$ cat src/rtl/mul2_seq_pkg.sv
// Shared types and constants for the radix-4 sequential multiplier controller.
// Optional build macro used by the controller: MUL2_SEQ_ZERO_SKIP_EN.
package mul2_seq_pkg;

  typedef enum logic [1:0] {
    IDLE = 2'd0,
    BUSY = 2'd1,
    DONE = 2'd2
  } state_t;

  // Width of a digit index; a single digit still needs one bit to count.
  function automatic int idx_w(input int digits);
    return (digits > 1) ? $clog2(digits) : 1;
  endfunction

  localparam int DEF_WIDTH = 8;
  localparam int DIGITS    = DEF_WIDTH / 2;
  localparam int ITERS     = DIGITS * DIGITS;
  localparam int IDX_W     = idx_w(DIGITS);

endpackage

$ cat src/rtl/mul2_seq_ctrl_if.sv
// Operand/result handshake bundle of the sequential multiplier.
interface mul2_seq_ctrl_if #(
  parameter int WIDTH = 8
);
  logic               in_valid;
  logic               in_ready;
  logic [WIDTH-1:0]   a;
  logic [WIDTH-1:0]   b;
  logic               out_valid;
  logic               out_ready;
  logic [2*WIDTH-1:0] product;
  logic               busy;

  modport master (
    output in_valid, a, b, out_ready,
    input  in_ready, out_valid, product, busy
  );

  modport slave (
    input  in_valid, a, b, out_ready,
    output in_ready, out_valid, product, busy
  );
endinterface

$ cat src/rtl/mul2x2_cell.sv
// Combinational 2-bit x 2-bit unsigned partial-product cell built from AND/XOR terms.
module mul2x2_cell (
  input  logic [1:0] x,
  input  logic [1:0] y,
  output logic [3:0] p
);
  logic t01, t10, t11, c1;

  assign t01 = x[0] & y[1];
  assign t10 = x[1] & y[0];
  assign t11 = x[1] & y[1];
  assign c1  = t01 & t10;

  assign p[0] = x[0] & y[0];
  assign p[1] = t01 ^ t10;
  assign p[2] = t11 ^ c1;
  assign p[3] = t11 & c1;
endmodule

$ cat src/rtl/mul2_seq_ctrl.sv
// Sequential WIDTH x WIDTH multiplier sharing one 2x2 cell over all digit pairs.
// Build macro MUL2_SEQ_ZERO_SKIP_EN: zero operands bypass the digit iteration.
module mul2_seq_ctrl
  import mul2_seq_pkg::*;
#(
  parameter int WIDTH = 8
) (
  input logic            clk,
  input logic            rst_n,
  mul2_seq_ctrl_if.slave bus
);
  localparam int DIG = WIDTH / 2;
  localparam int IW  = idx_w(DIG);
  localparam int PW  = 2 * WIDTH;

  state_t          state;
  logic [WIDTH-1:0] a_r, b_r;
  logic [IW-1:0]    i_r, j_r;
  logic [PW-1:0]    acc;
  logic [PW-1:0]    product_r;
  logic             in_ready_r, out_valid_r, busy_r;

  logic [1:0]       a_dig, b_dig;
  logic [3:0]       pp;
  logic [IW+1:0]    sh;
  logic [PW-1:0]    acc_nxt;
  logic             last_i, last_j, accept;

  assign accept = (state == IDLE) && bus.in_valid;
  assign last_i = (i_r == IW'(DIG - 1));
  assign last_j = (j_r == IW'(DIG - 1));

  // Digit mux: pick the i-th digit of a and the j-th digit of b.
  assign a_dig = 2'(a_r >> {i_r, 1'b0});
  assign b_dig = 2'(b_r >> {j_r, 1'b0});

  mul2x2_cell u_cell (
    .x (a_dig),
    .y (b_dig),
    .p (pp)
  );

  // Digit pair weight is 4^(i+j); carry out of the top bit is dropped.
  assign sh      = {1'b0, i_r, 1'b0} + {1'b0, j_r, 1'b0};
  assign acc_nxt = acc + (PW'(pp) << sh);

  // Operands are pure data, captured only at accept.
  always_ff @(posedge clk) begin
    if (accept) begin
      a_r <= bus.a;
      b_r <= bus.b;
    end
  end

  always_ff @(posedge clk or negedge rst_n) begin
    if (!rst_n) begin
      state       <= IDLE;
      i_r         <= '0;
      j_r         <= '0;
      acc         <= '0;
      product_r   <= '0;
      in_ready_r  <= 1'b1;
      out_valid_r <= 1'b0;
      busy_r      <= 1'b0;
    end else begin
      case (state)
        IDLE: begin
          if (bus.in_valid) begin
            i_r        <= '0;
            j_r        <= '0;
            acc        <= '0;
            in_ready_r <= 1'b0;
`ifdef MUL2_SEQ_ZERO_SKIP_EN
            if ((bus.a == '0) || (bus.b == '0)) begin
              state       <= DONE;
              product_r   <= '0;
              out_valid_r <= 1'b1;
            end else begin
              state  <= BUSY;
              busy_r <= 1'b1;
            end
`else
            state  <= BUSY;
            busy_r <= 1'b1;
`endif
          end
        end
        BUSY: begin
          acc <= acc_nxt;
          if (last_j) begin
            j_r <= '0;
            i_r <= i_r + 1'b1;
          end else begin
            j_r <= j_r + 1'b1;
          end
          if (last_i && last_j) begin
            state       <= DONE;
            product_r   <= acc_nxt;
            busy_r      <= 1'b0;
            out_valid_r <= 1'b1;
            i_r         <= '0;
          end
        end
        DONE: begin
          if (bus.out_ready) begin
            state       <= IDLE;
            out_valid_r <= 1'b0;
            in_ready_r  <= 1'b1;
          end
        end
        default: begin
          state       <= IDLE;
          in_ready_r  <= 1'b1;
          out_valid_r <= 1'b0;
          busy_r      <= 1'b0;
        end
      endcase
    end
  end

  assign bus.in_ready  = in_ready_r;
  assign bus.out_valid = out_valid_r;
  assign bus.product   = product_r;
  assign bus.busy      = busy_r;
endmodule
$ cat src/flat_wrapper.sv
// flat-port wrapper written by rule: the top's interface ports become plain ports
module mul2_seq_ctrl_flat import mul2_seq_pkg::*;
#(
  parameter int WIDTH = 8
)
  (clk, rst_n, bus_in_valid, bus_a, bus_b, bus_out_ready, bus_in_ready, bus_out_valid, bus_product, bus_busy);
  mul2_seq_ctrl_if #(.WIDTH(WIDTH)) bus_i ();
  input logic clk;
  input logic rst_n;
  input wire logic [$bits(bus_i.in_valid)-1:0] bus_in_valid;
  input wire logic [$bits(bus_i.a)-1:0] bus_a;
  input wire logic [$bits(bus_i.b)-1:0] bus_b;
  input wire logic [$bits(bus_i.out_ready)-1:0] bus_out_ready;
  output wire logic [$bits(bus_i.in_ready)-1:0] bus_in_ready;
  output wire logic [$bits(bus_i.out_valid)-1:0] bus_out_valid;
  output wire logic [$bits(bus_i.product)-1:0] bus_product;
  output wire logic [$bits(bus_i.busy)-1:0] bus_busy;
  assign bus_i.in_valid = bus_in_valid;
  assign bus_i.a = bus_a;
  assign bus_i.b = bus_b;
  assign bus_i.out_ready = bus_out_ready;
  assign bus_in_ready = bus_i.in_ready;
  assign bus_out_valid = bus_i.out_valid;
  assign bus_product = bus_i.product;
  assign bus_busy = bus_i.busy;
  mul2_seq_ctrl #(.WIDTH(WIDTH)) u_core (.clk(clk), .rst_n(rst_n), .bus(bus_i));
endmodule
$ cat config.mk
export PLATFORM = sky130hd
export DESIGN_NAME = mul2_seq_ctrl_flat
export DESIGN_NICKNAME = d
export VERILOG_FILES = /design/src/rtl/mul2_seq_pkg.sv /design/src/rtl/mul2_seq_ctrl_if.sv /design/src/rtl/mul2x2_cell.sv /design/src/rtl/mul2_seq_ctrl.sv /design/src/flat_wrapper.sv
export SDC_FILE = /design/constraint.sdc
export NUM_CORES = 1
export LEC_CHECK = 0
export CORE_MARGIN = 5
export CORE_UTILIZATION = 50
export CTS_CLUSTER_SIZE = 24
export DETAILED_ROUTE_END_ITERATION = 10
export PLACE_DENSITY = 0.72
export SLEW_MARGIN = 10
export SYNTH_ARGS = -nofsm -noshare
export SYNTH_HDL_FRONTEND = slang
export SYNTH_SLANG_ARGS = --single-unit
$ cat constraint.sdc
create_clock -name clk -period 4.7 [get_ports clk]
set_input_delay 0.705 -clock clk [delete_from_list [all_inputs] [get_ports clk]]
set_output_delay 0.705 -clock clk [all_outputs]
set_load 0.1 [all_outputs]
After elaboration in Yosys (flattened, before gate mapping). Index checks and enable logic that the tools add are counted.

Bits in registers: 57. Bits in latches: 0. Memory bits (writable): 0. Memory bits (read-only): 0. Input port bits: 20. Output and inout port bits: 19. Memories kept: 0.

Add/sub/neg operators: 4. Multipliers: 0. Divide/modulo/power cells: 0. $lt $le $gt $ge: 0. Equal/unequal tests: 8. Shifts and indexed selects: 3. Muxes and demuxes: 21. Bitwise logic cells: 11. Reduce and logical (&&, ||, !) cells: 11.

Operators by type and width (count): $pmux 16 s2 (1); $add 16x16->16 (1); $mux 16 (1); $shl 4x4->16 (1); $shr 8x3->2 (2); $reduce_and 3->1 (5); $mux 2 (7); $pmux 1 s3 (3); $pmux 2 s2 (2); $and 1x1->1 (6); $eq 2x2->1 const B (3); $mux 1 (6); $pmux 2 s3 (1); $add 2x1->2 const B (2); $add 3x3->4 (1); $ne 2x2->1 const B (2); $reduce_and 2->1 (2); $ne 3x1->1 const B (1); $not 1->1 (3); $eq 2x1->1 const B (1); $logic_and 1x1->1 (2); $logic_not 2->1 (1); $ne 2x1->1 const B (1); $reduce_bool 2->1 (1); $xor 1x1->1 (2).

Depth between registers and ports, before layout.
Depth after elaboration: 7. Depth in mapped cells: 15. Gate-level depth less buffers: 14.

By module. Synthesis repeated with hierarchy kept, for this count alone.

Cells, all modules: 308. Area, all modules: 3150.5 um2.

Modules (own cells, without submodules): mul2_seq_ctrl (instances 1, cells each 302, area each 3100.5 um2, sequential area each 1507.7 um2); mul2x2_cell (instances 1, cells each 6, area each 50.0 um2, sequential area each 0.0 um2).

Least setup slack after synthesis. No wires, ideal clock.

Kind: flip-flop to flip-flop. Start: reg u_core.i_r[0]. End: reg u_core.acc[8]. Arrival time: 3541 ps. Data required time: 4578 ps. Slack: 1037 ps. Cell stages (with the launch flop): 15. Path buffers: 0. Period minus slack after synthesis: 3663 ps. Cells stage by stage: dfrtp_1 > mux4_2 > and2_1 > ha_1 > ha_1 > nor2b_1 > a31oi_1 > nor2_1 > ha_1 > nor2b_4 > o211ai_4 > a31oi_4 > o21a_1 > or3_1 > a32o_1.

Cells in the longest elaborated chain, start to end: 7. Elaborated cells between the ends (all ways): 13. Classes of those cells: 2 x add/sub; 2 x shift; 1 x mux; 8 x bitwise.

Ends and longest elaborated chain: start: declaration (line mul2_seq_ctrl.sv:18) `logic [IW-1:0] i_r, j_r;`; start signal: assignment (line mul2_seq_ctrl.sv:92) `i_r <= i_r + 1'b1;`; $shr 8x3->2 (line mul2_seq_ctrl.sv:34) `assign a_dig = 2'(a_r >> {i_r, 1'b0});`; $and 1x1->1, on equally long branches (line mul2x2_cell.sv:9, mul2x2_cell.sv:10); $and 1x1->1 (line mul2x2_cell.sv:12) `assign c1 = t01 & t10;`; $xor 1x1->1 or $and 1x1->1 (tied branches) (line mul2x2_cell.sv:16, mul2x2_cell.sv:17); $shl 4x4->16 (*) (line mul2_seq_ctrl.sv:45) `assign acc_nxt = acc + (PW'(pp) << sh);`; $add 16x16->16 (*) (line mul2_seq_ctrl.sv:45); $pmux 16 s2 (*) (line mul2_seq_ctrl.sv:66) `case (state)`; end signal: assignment (line mul2_seq_ctrl.sv:89) `acc <= acc_nxt;`; end: declaration (line mul2_seq_ctrl.sv:19) `logic [PW-1:0] acc;`.

Every way passes the cells marked *; elsewhere a longest branch is shown, timed or not. A chain may end at the register's enable or synchronous reset.

Worst setup path after layout. Same ends and word-level chain as after synthesis.

==> flow_summary.ini <==
[finish]
num_antenna_cells = 0
drive_above_1_share = 0.0754
final_cell_area_um2 = 3820
syn2layout_area_growth_pct = 20.5
layout.nets = 396

[timing]
slew_violations = 0
fin_ws_ns = 0.723
timing.final.crit_share = 0.846
tns_ns = 0
rsz0062_at_grt = false
setup_violations = 0
max_clock_freq_ghz = 0.251
slew_headroom = 0.251
fin_crit_ns = 3.98
hold_viol_final = 0
worst_pin_slew_ns = 1.12
skew_ns = 0.00989

[drt]
drc = 0
dr.first_iter.drc_count = 138
dr.pass1.iters = 6
ant_nets = 0
wl_um = 6780
post_drt_wl_per_cell_um = 15.6
vias_per_cell = 5.63
vias = 2450

[clocking]
numCtsBuffers = 9
cts_sinks = 57
clk_latency_ns = 0.34
cts_tree = built
clk_pin_slew_ns = 0.06
root_buffer = clkbuf_8
htree_levels = 3
cts_setup_buffers = 0
cts_hold_buf = 0
cts.repair.resized = 0
clock_path_buffers = 2

[hold_path]
worst_hold_path_type = flop to flop
worstHoldPathCells = 2
min_to = u_core.bus.product[6]
hp-start = u_core.bus.product[6]

[yosys]
synth_edf_count = 16
synthSimpleGateAreaFrac = 0.159
ys_warn_count = 0
muxShareOfSynthArea = 0.0383
seq_area_frac_synth = 0.475
synthXorXnorAreaFrac = 0.0359
synth_async_sr_flop_share = 0.719
ys_types = 45
synth-seq-cells = 57
synth_top_flop_cell = dfrtp_1
yosys.cell_count.top_type = nand2_1
synth_area_leaders = dfrtp_1, edfxtp_1, ha_1, nand2_1, o21ai_0
synth-compound-area-share = 0.169
syn_area_per_cell_um2 = 10.1
synth_top_family_by_area = compound AO/OA/AOI/OAI gates
synth_area_um2 = 3170
synth_fa_ha_area_frac = 0.0955
syn-num-nets = 357
syn_inst = 314
synth.top_cells.by_count = nand2_1, dfrtp_1, o21ai_0
synth_top_area_share = 0.316
synth_top_area_cell = dfrtp_1

[floorplanning]
core_area_um2 = 6280
io-pin-count = 39
die_h_um = 89.6
rows = 29
die-area_um2 = 8040
die_w_um = 89.6
initial_core_util = 0.505

[global_route]
antenna_found_initial = 0
globalRouteOverflowTotal = 0
grt_pass1_vias = 2410
grt_max_degree = 42
grt_pass1_wl_um = 11400
grtUsageTotal = 0.188

[setup_path]
crit_family = compound AO/OA/AOI/OAI gates
slowest_delay_ns = 0.57
r2r_start = u_core.i_r[0]
crit_top_cell = ha_1
cp_max_fo = 6
worstSetupPathType = flop to flop
endpoint_kind = flop
start_kind = flop
reg2regPathDepth = 14
crit_path_start = u_core.i_r[0]
regToRegSetupSlack_ns = 0.72
worstPathArrival_ns = 4.20
path_buf_inv = 0
required_ns = 4.92
path_cells = mux4_2, and2_1, ha_1, ha_1, nor2b_1, a31oi_1, nor2_1, ha_1, nor2b_4, o211ai_4, a31oi_4, o21a_1, or3_1, a32o_1
slowest_stage = mux4_2
r2r-end = u_core.acc[8]

[place]
port_buffers = 38
gp_congestion = 0.909
place_ws_ns = 0.742
dpl.hpwl_um = 4850
dpl_cell_area_um2 = 3610

[run]
drv_cap = 0

[run_status]
outcome = completed
## placed cells by master (no fill, tap or decap), drive strengths merged, types with 4 or more instances in the layout
| master | n |
|---|---|
| edfxtp | 16 |
| dfrtp | 40 |
| clkbuf | 13 |
| xor2 | 6 |
| nor2 | 26 |
| nand2 | 49 |
| nor2b | 6 |
| nand3 | 6 |
| a21o | 6 |
| ha | 21 |
| o21ai | 32 |
| a21oi | 11 |
| o22ai | 7 |
| clkdlybuf4s50 | 37 |
| a31oi | 7 |
| o211ai | 4 |
| mux4 | 4 |
| nand2b | 8 |
| inv | 9 |
| and2 | 5 |
| xnor2 | 7 |
## how the worst max path moves through the flow
| stage | end | slack (ns) | depth (start not counted) |
|---|---|---|---|
| after floorplan | u_core.acc[8] | 1.04 | 14 |
| after global placement | u_core.acc[8] | 0.87 | 14 |
| after detailed placement | u_core.acc[8] | 0.74 | 14 |
| after CTS | u_core.acc[8] | 0.73 | 14 |
| after global routing | u_core.acc[8] | 0.52 | 14 |
| final | u_core.acc[8] | 0.72 | 14 |
## area by class of cell
type / count / area [um2]
fill: 551 / 2450
multi-input combinational: 236 / 1580
sequential: 57 / 1510
timing repair buffer: 40 / 390
clock buffer: 13 / 149
tap: 77 / 96.3
clock inverter: 3 / 63.8
inverter: 9 / 33.8
## cell families after synthesis
group | after synthesis
flops | 57
xor+xnor | 13
fa+ha+maj | 23
mux | 7
compound gates | 82
simple gates | 111
buf+inv | 21
## layer usage
| layer | track usage | wire (um) |
|---|---|---|
| met4 | 0.0853 | 139 |
| met2 | 0.305 | 3150 |
| met1 | 0.244 | 3170 |
| met5 | 0 | 0 |
| met3 | 0.0365 | 320 |
## worst register-to-register path: cells and delay by family, from the launching register on
kind	cells	cell delay, ns
AOI/OAI and AO/OA	5	1.11
adders and majority gates	3	0.83
DFF	1	0.48
muxes	1	0.57
and+or+nand+nor	5	0.87
## registers in the layout, summed over array words and instances, names as in the netlist
name,count
u_core.a_r,8
u_core.bus.out_valid,1
u_core.b_r,8
u_core.bus.product,16
u_core.state,2
u_core.acc,16
u_core.i_r,2
u_core.bus.in_ready,1
u_core.bus.busy,1
u_core.j_r,2
## per-stage QoR
| stage | hold slack (ns) | util | instances |
|---|---|---|---|
| 5_1_grt | 0.501 | 0.609 | 435 |
| 6_report | 0.476 | 0.609 | 435 |
| 2_1_floorplan | 0.409 | - | 314 |
| 4_1_cts | 0.484 | 0.609 | 435 |
| 3_3_place_gp | 0.462 | 0.575 | 419 |
| 3_5_place_dp | 0.468 | 0.575 | 419 |
Power is left out: the tool's default activity adds up to more than one toggle a clock period on the data nets, which glitch-free logic cannot reach.
